`src/rtl/intc_pkg.sv`:
```
// Shared definitions for the interrupt controller.
// Contents: default source count, bridge register offsets, CTRL bit positions,
// STATUS field position and the controller FSM state encoding.
package intc_pkg;

    localparam int N_IRQ_DEFAULT = 6;

    // Register word offsets as seen on the bridge slot
    localparam logic [1:0] ADDR_CTRL   = 2'd0;
    localparam logic [1:0] ADDR_MASK   = 2'd1;
    localparam logic [1:0] ADDR_PEND   = 2'd2;
    localparam logic [1:0] ADDR_STATUS = 2'd3;

    // CTRL bit positions
    localparam int CTRL_IE_BIT = 0;
    localparam int CTRL_RR_BIT = 1;

    // STATUS layout: state in bits 9:8, int_id in bits 2:0
    localparam int STATUS_STATE_LSB = 8;

    typedef enum logic [1:0] {
        ST_IDLE    = 2'd0,
        ST_REQ     = 2'd1,
        ST_SERVICE = 2'd2
    } state_t;

endpackage

```
`src/rtl/intc_prio_pick.sv`:
```
// Combinational winner selection for the interrupt controller.
// Ports:
//   eligible : pending-and-unmasked sources
//   rr_ptr   : round-robin start index (always < N_IRQ)
//   rr_mode  : 0 = lowest index wins, 1 = first index at or above rr_ptr, wrapping
//   valid    : at least one eligible source
//   id       : index of the winning source (0 when none)
module intc_prio_pick
    import intc_pkg::*;
#(
    parameter int N_IRQ = N_IRQ_DEFAULT
) (
    input  logic [N_IRQ-1:0] eligible,
    input  logic [2:0]       rr_ptr,
    input  logic             rr_mode,
    output logic             valid,
    output logic [2:0]       id
);

    logic [2:0] base;
    logic [3:0] idx;

    // Walk offsets from the far end back to the start so the candidate
    // closest to the search base is the last one written and therefore wins.
    always_comb begin
        base  = rr_mode ? rr_ptr : 3'd0;
        valid = |eligible;
        id    = 3'd0;
        idx   = 4'd0;
        for (int off = N_IRQ - 1; off >= 0; off--) begin
            idx = {1'b0, base} + 4'(off);
            if (idx >= 4'(N_IRQ)) begin
                idx = idx - 4'(N_IRQ);
            end
            if (eligible[idx[2:0]]) begin
                id = idx[2:0];
            end
        end
    end

endmodule

```
`src/rtl/intc.sv`:
```
// Interrupt controller: edge-detects device lines into PEND, arbitrates among
// unmasked pending sources and runs a single-level request/service handshake
// with the CPU controller.
// Ports:
//   clk, reset (async, active low)
//   irq      : device level lines, a rising edge is an event
//   we/addr/wdata/rdata : bridge register slot (CTRL, MASK, PEND, STATUS)
//   int_req  : registered request to the CPU, high exactly in REQ
//   int_ack  : CPU took the interrupt; eret : CPU left the handler
//   int_id   : latched source ID
module intc
    import intc_pkg::*;
#(
    parameter int N_IRQ = N_IRQ_DEFAULT
) (
    input  logic             clk,
    input  logic             reset,
    input  logic [N_IRQ-1:0] irq,
    input  logic             we,
    input  logic [1:0]       addr,
    input  logic [31:0]      wdata,
    output logic [31:0]      rdata,
    output logic             int_req,
    input  logic             int_ack,
    input  logic             eret,
    output logic [2:0]       int_id
);

    state_t             state_reg;
    logic               int_req_reg;
    logic [2:0]         int_id_reg;
    logic [2:0]         rr_ptr_reg;
    logic               ie_reg;
    logic               rr_mode_reg;
    logic [N_IRQ-1:0]   mask_reg;
    logic [N_IRQ-1:0]   pend_reg;
    logic [N_IRQ-1:0]   irq_hist_reg;

    logic               ie_next;
    logic               rr_mode_next;
    logic [N_IRQ-1:0]   mask_next;
    logic [N_IRQ-1:0]   pend_next;
    logic [N_IRQ-1:0]   pend_set;
    logic [N_IRQ-1:0]   pend_clr;
    logic               pick_valid;
    logic [2:0]         pick_id;
    logic               unused_wdata;

    assign unused_wdata = ^wdata[31:N_IRQ];

    // Register file next values
    always_comb begin
        ie_next      = ie_reg;
        rr_mode_next = rr_mode_reg;
        mask_next    = mask_reg;
        pend_clr     = '0;
        if (we && addr == ADDR_CTRL) begin
            ie_next      = wdata[CTRL_IE_BIT];
            rr_mode_next = wdata[CTRL_RR_BIT];
        end
        if (we && addr == ADDR_MASK) begin
            mask_next = wdata[N_IRQ-1:0];
        end
        if (we && addr == ADDR_PEND) begin
            pend_clr = wdata[N_IRQ-1:0];
        end
        // An acknowledge only counts while a request is outstanding
        if (state_reg == ST_REQ && int_ack) begin
            pend_clr = pend_clr | (N_IRQ'(1) << int_id_reg);
        end
    end

    // A new edge overrides any clear of the same bit in the same cycle
    generate
        for (genvar gi = 0; gi < N_IRQ; gi++) begin : g_pend
            assign pend_set[gi]  = irq[gi] & ~irq_hist_reg[gi];
            assign pend_next[gi] = pend_set[gi] | (pend_reg[gi] & ~pend_clr[gi]);
        end
    endgenerate

    intc_prio_pick #(
        .N_IRQ(N_IRQ)
    ) u_pick (
        .eligible (pend_reg & mask_reg),
        .rr_ptr   (rr_ptr_reg),
        .rr_mode  (rr_mode_reg),
        .valid    (pick_valid),
        .id       (pick_id)
    );

    always_ff @(posedge clk or negedge reset) begin
        if (!reset) begin
            ie_reg       <= 1'b0;
            rr_mode_reg  <= 1'b0;
            mask_reg     <= '0;
            pend_reg     <= '0;
            irq_hist_reg <= '0;
        end else begin
            ie_reg       <= ie_next;
            rr_mode_reg  <= rr_mode_next;
            mask_reg     <= mask_next;
            pend_reg     <= pend_next;
            irq_hist_reg <= irq;
        end
    end

    // Request/service FSM. The withdraw test in REQ looks at the values the
    // registers take on this edge, so a software clear drops int_req on the
    // very edge that applies it; an acknowledge in the same cycle still wins.
    always_ff @(posedge clk or negedge reset) begin
        if (!reset) begin
            state_reg   <= ST_IDLE;
            int_req_reg <= 1'b0;
            int_id_reg  <= 3'd0;
            rr_ptr_reg  <= 3'd0;
        end else begin
            case (state_reg)
                ST_IDLE: begin
                    if (ie_reg && pick_valid) begin
                        state_reg   <= ST_REQ;
                        int_req_reg <= 1'b1;
                        int_id_reg  <= pick_id;
                    end
                end
                ST_REQ: begin
                    if (int_ack) begin
                        state_reg   <= ST_SERVICE;
                        int_req_reg <= 1'b0;
                        rr_ptr_reg  <= (int_id_reg == 3'(N_IRQ - 1)) ? 3'd0 : int_id_reg + 3'd1;
                    end else if (!ie_next || !mask_next[int_id_reg] || !pend_next[int_id_reg]) begin
                        state_reg   <= ST_IDLE;
                        int_req_reg <= 1'b0;
                    end
                end
                ST_SERVICE: begin
                    if (eret) begin
                        state_reg <= ST_IDLE;
                    end
                end
                default: begin
                    state_reg   <= ST_IDLE;
                    int_req_reg <= 1'b0;
                end
            endcase
        end
    end

    assign int_req = int_req_reg;
    assign int_id  = int_id_reg;

    always_comb begin
        rdata = '0;
        case (addr)
            ADDR_CTRL: begin
                rdata[CTRL_IE_BIT] = ie_reg;
                rdata[CTRL_RR_BIT] = rr_mode_reg;
            end
            ADDR_MASK: rdata[N_IRQ-1:0] = mask_reg;
            ADDR_PEND: rdata[N_IRQ-1:0] = pend_reg;
            default: begin
                rdata[STATUS_STATE_LSB+1:STATUS_STATE_LSB] = state_reg;
                rdata[2:0] = int_id_reg;
            end
        endcase
    end

endmodule
```
`config.mk`:
```
export PLATFORM = sky130hd
export DESIGN_NAME = intc
export DESIGN_NICKNAME = d
export VERILOG_FILES = /design/src/rtl/intc_pkg.sv /design/src/rtl/intc_prio_pick.sv /design/src/rtl/intc.sv
export SDC_FILE = /design/constraint.sdc
export NUM_CORES = 1
export LEC_CHECK = 0
export CAP_MARGIN = 5
export CORE_MARGIN = 4
export CORE_UTILIZATION = 49
export CTS_CLUSTER_SIZE = 8
export DETAILED_ROUTE_END_ITERATION = 8
export PLACE_DENSITY = 0.92
export SYNTH_ARGS = -nofsm -noshare
export SYNTH_HDL_FRONTEND = slang
export SYNTH_HIERARCHICAL = 1
export SYNTH_SLANG_ARGS = --single-unit
```
`constraint.sdc`:
```
create_clock -name clk -period 3.5 [get_ports clk]
set_input_delay 0.7 -clock clk [delete_from_list [all_inputs] [get_ports clk]]
set_output_delay 0.7 -clock clk [all_outputs]
set_load 0.05 [all_outputs]
```
# Word-level counts from Yosys, hierarchy flattened

Index checks and enable logic that the tools add are counted.

Logic and storage cells: 141
Bits of input ports: 45
Bits in registers: 29
Output and inout port bits: 36

Order comparisons: 13
Eq/ne operators: 8
Bitwise gates (word level): 33
Multiplexer cells: 47
Shifts and indexed selects: 1
Reduce and logical (&&, ||, !) cells: 18
$add $sub $neg: 12

Operators by type and width:

| kind                | number |
|---|---|
| $mux 3              | 14 |
| $lt 3x4->1 const B  | 7 |
| $bmux 1 s3          | 8 |
| $ge 4x3->1 const B  | 5 |
| $mux 6              | 3 |
| $sub 3x3->3 const B | 6 |
| $not 1->1           | 13 |
| $and 1x1->1         | 12 |
| $mux 1              | 12 |
| $pmux 2 s3          | 2 |
| $mux 2              | 5 |
| $add 3x2->4 const B | 2 |
| $add 3x3->4 const B | 2 |
| $and 6x6->6         | 1 |
| $or 1x1->1          | 6 |
| $or 6x6->6          | 1 |
| $pmux 1 s3          | 2 |
| $pmux 3 s2          | 1 |
| $reduce_and 3->1    | 2 |
| $reduce_or 6->1     | 1 |
| $shl 1x3->6 const A | 1 |
| $logic_and 1x1->1   | 5 |
| $add 3x1->4 const B | 1 |
| $eq 2x1->1 const B  | 2 |
| other kinds (11)    | 18 |

# Longest topological paths before layout

Depth in word-level cells: 15
Depth in mapped cells: 14
Gate-level depth less buffers: 12

# By module

Netlist, hierarchy kept.

Modules (own cells, without submodules):

| module         | times used | cells each | area an instance (µm²) | sequential area each (µm²) |
|---|---|---|---|---|
| intc           | 1          | 169        | 1769.2                 | 725.7 |
| intc_prio_pick | 1          | 150        | 1037.2                 | 0.0 |

# Worst setup path before layout

No wires, ideal clock.

Path type: input to output
Start: in addr[0]
End: out rdata[0]
Arrival time: 2.123 ns
Stages on the path: 5
Path buffers: 1
Data required time: 2.800 ns
Setup slack: 0.677 ns
Cells stage by stage: inv_1 -> ha_1 -> clkbuf_1 -> a222oi_1 -> mux2i_1

Cells in the longest elaborated chain, start to end: 2
Elaborated cells between the ends (all ways): 4
Those cells by class: 2 x eq/ne; 1 x mux; 1 x reduce/logical

RTL lines:

| what                                     | RTL line    | RTL |
|---|---|---|
| start: declaration                       | intc.sv:20  | `input logic [1:0] addr,` |
| $eq 2x2->1, or another cell as far along | intc.sv:153 | `case (addr)` |
| $pmux 2 s3 *                             | intc.sv:153 |  |
| end: declaration                         | intc.sv:22  | `output logic [31:0] rdata,` |

Mark *: on every way between the ends. The rest lies on a longest branch, timed or not.

# Final worst setup path

Start: in addr[1]
End: out rdata[1]

Same word-level chain as after synthesis.

==> flow_summary_export.csv <==
group,metric,value,unit
yosys,ys_seq_elements,29,
pwr,pwr-share-seq,23.8,%
yosys,mappedNetlistArea,2810,um2
clocking,hold_buffers,0,
routing,first_pass_iters,6,
timing,tns,0,ns
setup_path,critPathSlowestCell,"clkdlybuf4s50_1",
yosys,yosysSeqAreaShare,25.9,%
clocking,clk_latency,0.28,ns
timing,slew_headroom,63.3,%
place,dpl_worst_slack,0.240,ns
timing,finalSetupViolations,0,
routing,vias,2575,
clocking,tritoncts,"done",
setup_path,r2r_slack,0.39,ns
place,portBuffers,30,
die,start_util,50.7,%
min_path,min_path_type,"reg -> reg",
yosys,ys_types,76,
yosys,synth_enable_flop_cells,0,
pwr,combPwrFrac,63.7,%
timing,rsz0062_at_grt,"false",
die,die_height,83.7,um
die,fp.dieW,83.7,um
pwr,power.share.clock,12.5,%
place,gp_congestion,0.946,
pwr,leakagePower,1.42,nW
setup_path,cp_data_required_time,2.80,ns
setup_path,slowest_delay,0.53,ns
yosys,yosysMostFrequentCell,"dfrtp_1",
routing,routed_wl,7270,um
grt,grt_pass1_vias,2586,
final_layout,antenna_cells,0,
grt,grt_pass1_wl,12000,um
clocking,cts_inserted_buffers,5,
final_layout,drive_gt1_share,14.2,%
grt,antenna_found_initial,0,
final_layout,fin_util,58.1,%
pwr,vdd.ir_drop.worst,342,uV
timing,period_minus_slack,3.13,ns
yosys,synthSimpleGateAreaFrac,21.6,%
yosys,synthAdderAreaFrac,6.69,%
routing,detail-route-antenna-nets,0,
final_layout,final_area,3220,um2
routing,avgRoutedWirePerCell,17.1,um
timing,whs,0.440,ns
routing,via_per_inst,6.07,
timing,tightest_slew,0.545,ns
setup_path,worst-path-max-fanout,7,
clocking,cts_setup_buffers,0,
final_layout,nets,412,
clocking,clkSlewWorstSetupHoldPaths,0.06,ns
yosys,synth_area_leader_cell,"dfrtp_1",
pwr,p_per_area,675,nW/um2
final_layout,area_growth,14.8,%
pwr,switching_power,1.06,mW
clocking,post_cts_resized,0,
timing,drv_slew,0,
setup_path,end_kind,"output port",
flow_run,cap_violations,0,
grt,grt_util_all_layers,20.6,%
yosys,synth_mux_area_share,9.45,%
setup_path,critPathArrivalTime,2.43,ns
yosys,yosysWarnings,6,
yosys,syn_inst,319,
yosys,synthTopCellsByArea,"dfrtp_1 26%, buf_4 6.7%, ha_1 6.7%",
pwr,swShare,48.7,%
grt,grt_max_degree,30,
place,placed_area,3130,um2
run_status,status,"completed",
timing,fin_ws,0.370,ns
clocking,htreeDepth,2,
yosys,synth_top_family_by_area,"compound AO/OA/AOI/OAI gates",
timing,fmax,319,MHz
setup_path,cp_cell_sequence,"clkdlybuf4s50_1 -> inv_1 -> ha_1 -> a222oi_1 -> mux2i_1 -> buf_12",
setup_path,crit_type,"in -> out",
die,rows,27,
yosys,syn_area_per_cell,8.80,um2
clocking,cts_buffer_depth,2,
routing,drc,0,
yosys,netlist.area_leader.share,25.9,%
yosys,ys.flop_type,"dfrtp_1",
setup_path,crit_family,"buffers and inverters",
yosys,synth-xor-area-share,0.312,%
yosys,synth-compound-area-share,22.9,%
clocking,clock-root-buffer,"clkbuf_8",
timing,finalCritPeriodShare,89.4,%
setup_path,worst-path-buf-inv,3,
yosys,async_flop_share,100,%
clocking,cts.sinks,29,
die,ios,81,
yosys,yosys-top-cells-count,"29 x dfrtp_1, 25 x buf_4, 22 x nand2_1, 20 x inv_1",
timing,finalHoldViolations,0,
routing,drt_iter0_markers,240,
timing,fin_skew,0.00578,ns
place,hpwl,5550,um
grt,grt_overflow_total,0,
setup_path,startpoint_type,"input pin",
die,die-area,7000,um2
final_layout,fillerInstances,495,
die,core-area,5540,um2
pwr,p_int,1.12,mW
## per-layer routing
metal / vias up / wire length (um) / track usage, %
met4: 0 / 315 / 11.7
met2: 130 / 3550 / 35.2
li1: 1196 / - / -
met5: - / 0 / 0
met1: 1220 / 2890 / 24.3
met3: 29 / 511 / 3.55
## area by class of cell
cell class              count  area [um2]  area share (%)
clock buffers               7        86.3            2.68
inverters                  24         104            3.22
multi-input cells         253        1800            55.9
flip-flops and latches     29         726            22.5
well taps                  72        90.1            2.80
repair buffers             39         415            12.9
## worst paths after layout
check / startpoint / endpoint / cells after the start
worst max-delay path: addr[1] / rdata[1] / 6
worst min-delay path: irq_hist_reg[5] / pend_reg[5] / 1
worst max register to register: rr_mode_reg / int_id[1] / 12
worst min register to register: irq_hist_reg[5] / pend_reg[5] / 1
max in group asynchronous: reset / mask_reg[1] / 2
min in group asynchronous: reset / state_reg[1] / 2
## placed cells by master (no fill, tap or decap), types with 4 or more instances in the layout
cell and n:
nand2_1 22, a21oi_1 11, mux2i_1 7, nand2b_1 6, o211ai_1 4, ha_1 15
nand3_1 10, a211oi_1 4, inv_1 20, buf_4 10, nor2b_1 5, and2_1 9
clkdlybuf4s50_1 24, buf_12 5, o21ai_1 4, clkbuf_8 6, mux2_2 5, nor3_1 7
nor2_1 16, conb_1 24, dfrtp_1 29, o21ai_0 16, mux2_1 4
## stage by stage
step           cells  total power, mW
2_1_floorplan    342             1.53
3_3_place_gp     417             1.83
3_5_place_dp     417             1.88
4_1_cts          424             2.16
5_1_grt          424             2.33
6_report         424             2.17
## worst register-to-register path: stages, from the launching register on
cell and delay, ns:
dfrtp_1 0.55, nand2_2 0.23, inv_2 0.21, ha_1 0.23, a21boi_0 0.48, o211ai_1 0.17, a32o_1 0.32, nor2_1 0.22
nor2_1 0.08, o22a_2 0.20, a211oi_1 0.20, nand2_1 0.07, o21ai_0 0.08
## cells by family (layout without fill, tap and decap cells)
kind of cell    Yosys count  count (layout)
mux                      20              20
xor+xnor                  1               1
other cells               1              24
buf+inv                  60              70
simple gates            107             107
flops                    29              29
compound gates           86              86
fa+ha+maj                15              15
## power groups by stage
stage / logic (mW) / clock network, mW / registers, mW
floorplan: 1.00 / 0 / 0.533
global placement: 1.31 / 0 / 0.511
detailed placement: 1.36 / 0 / 0.520
CTS: 1.37 / 0.278 / 0.514
global route: 1.50 / 0.296 / 0.528
finish: 1.39 / 0.271 / 0.518
(Power assumes the default switching activity.)
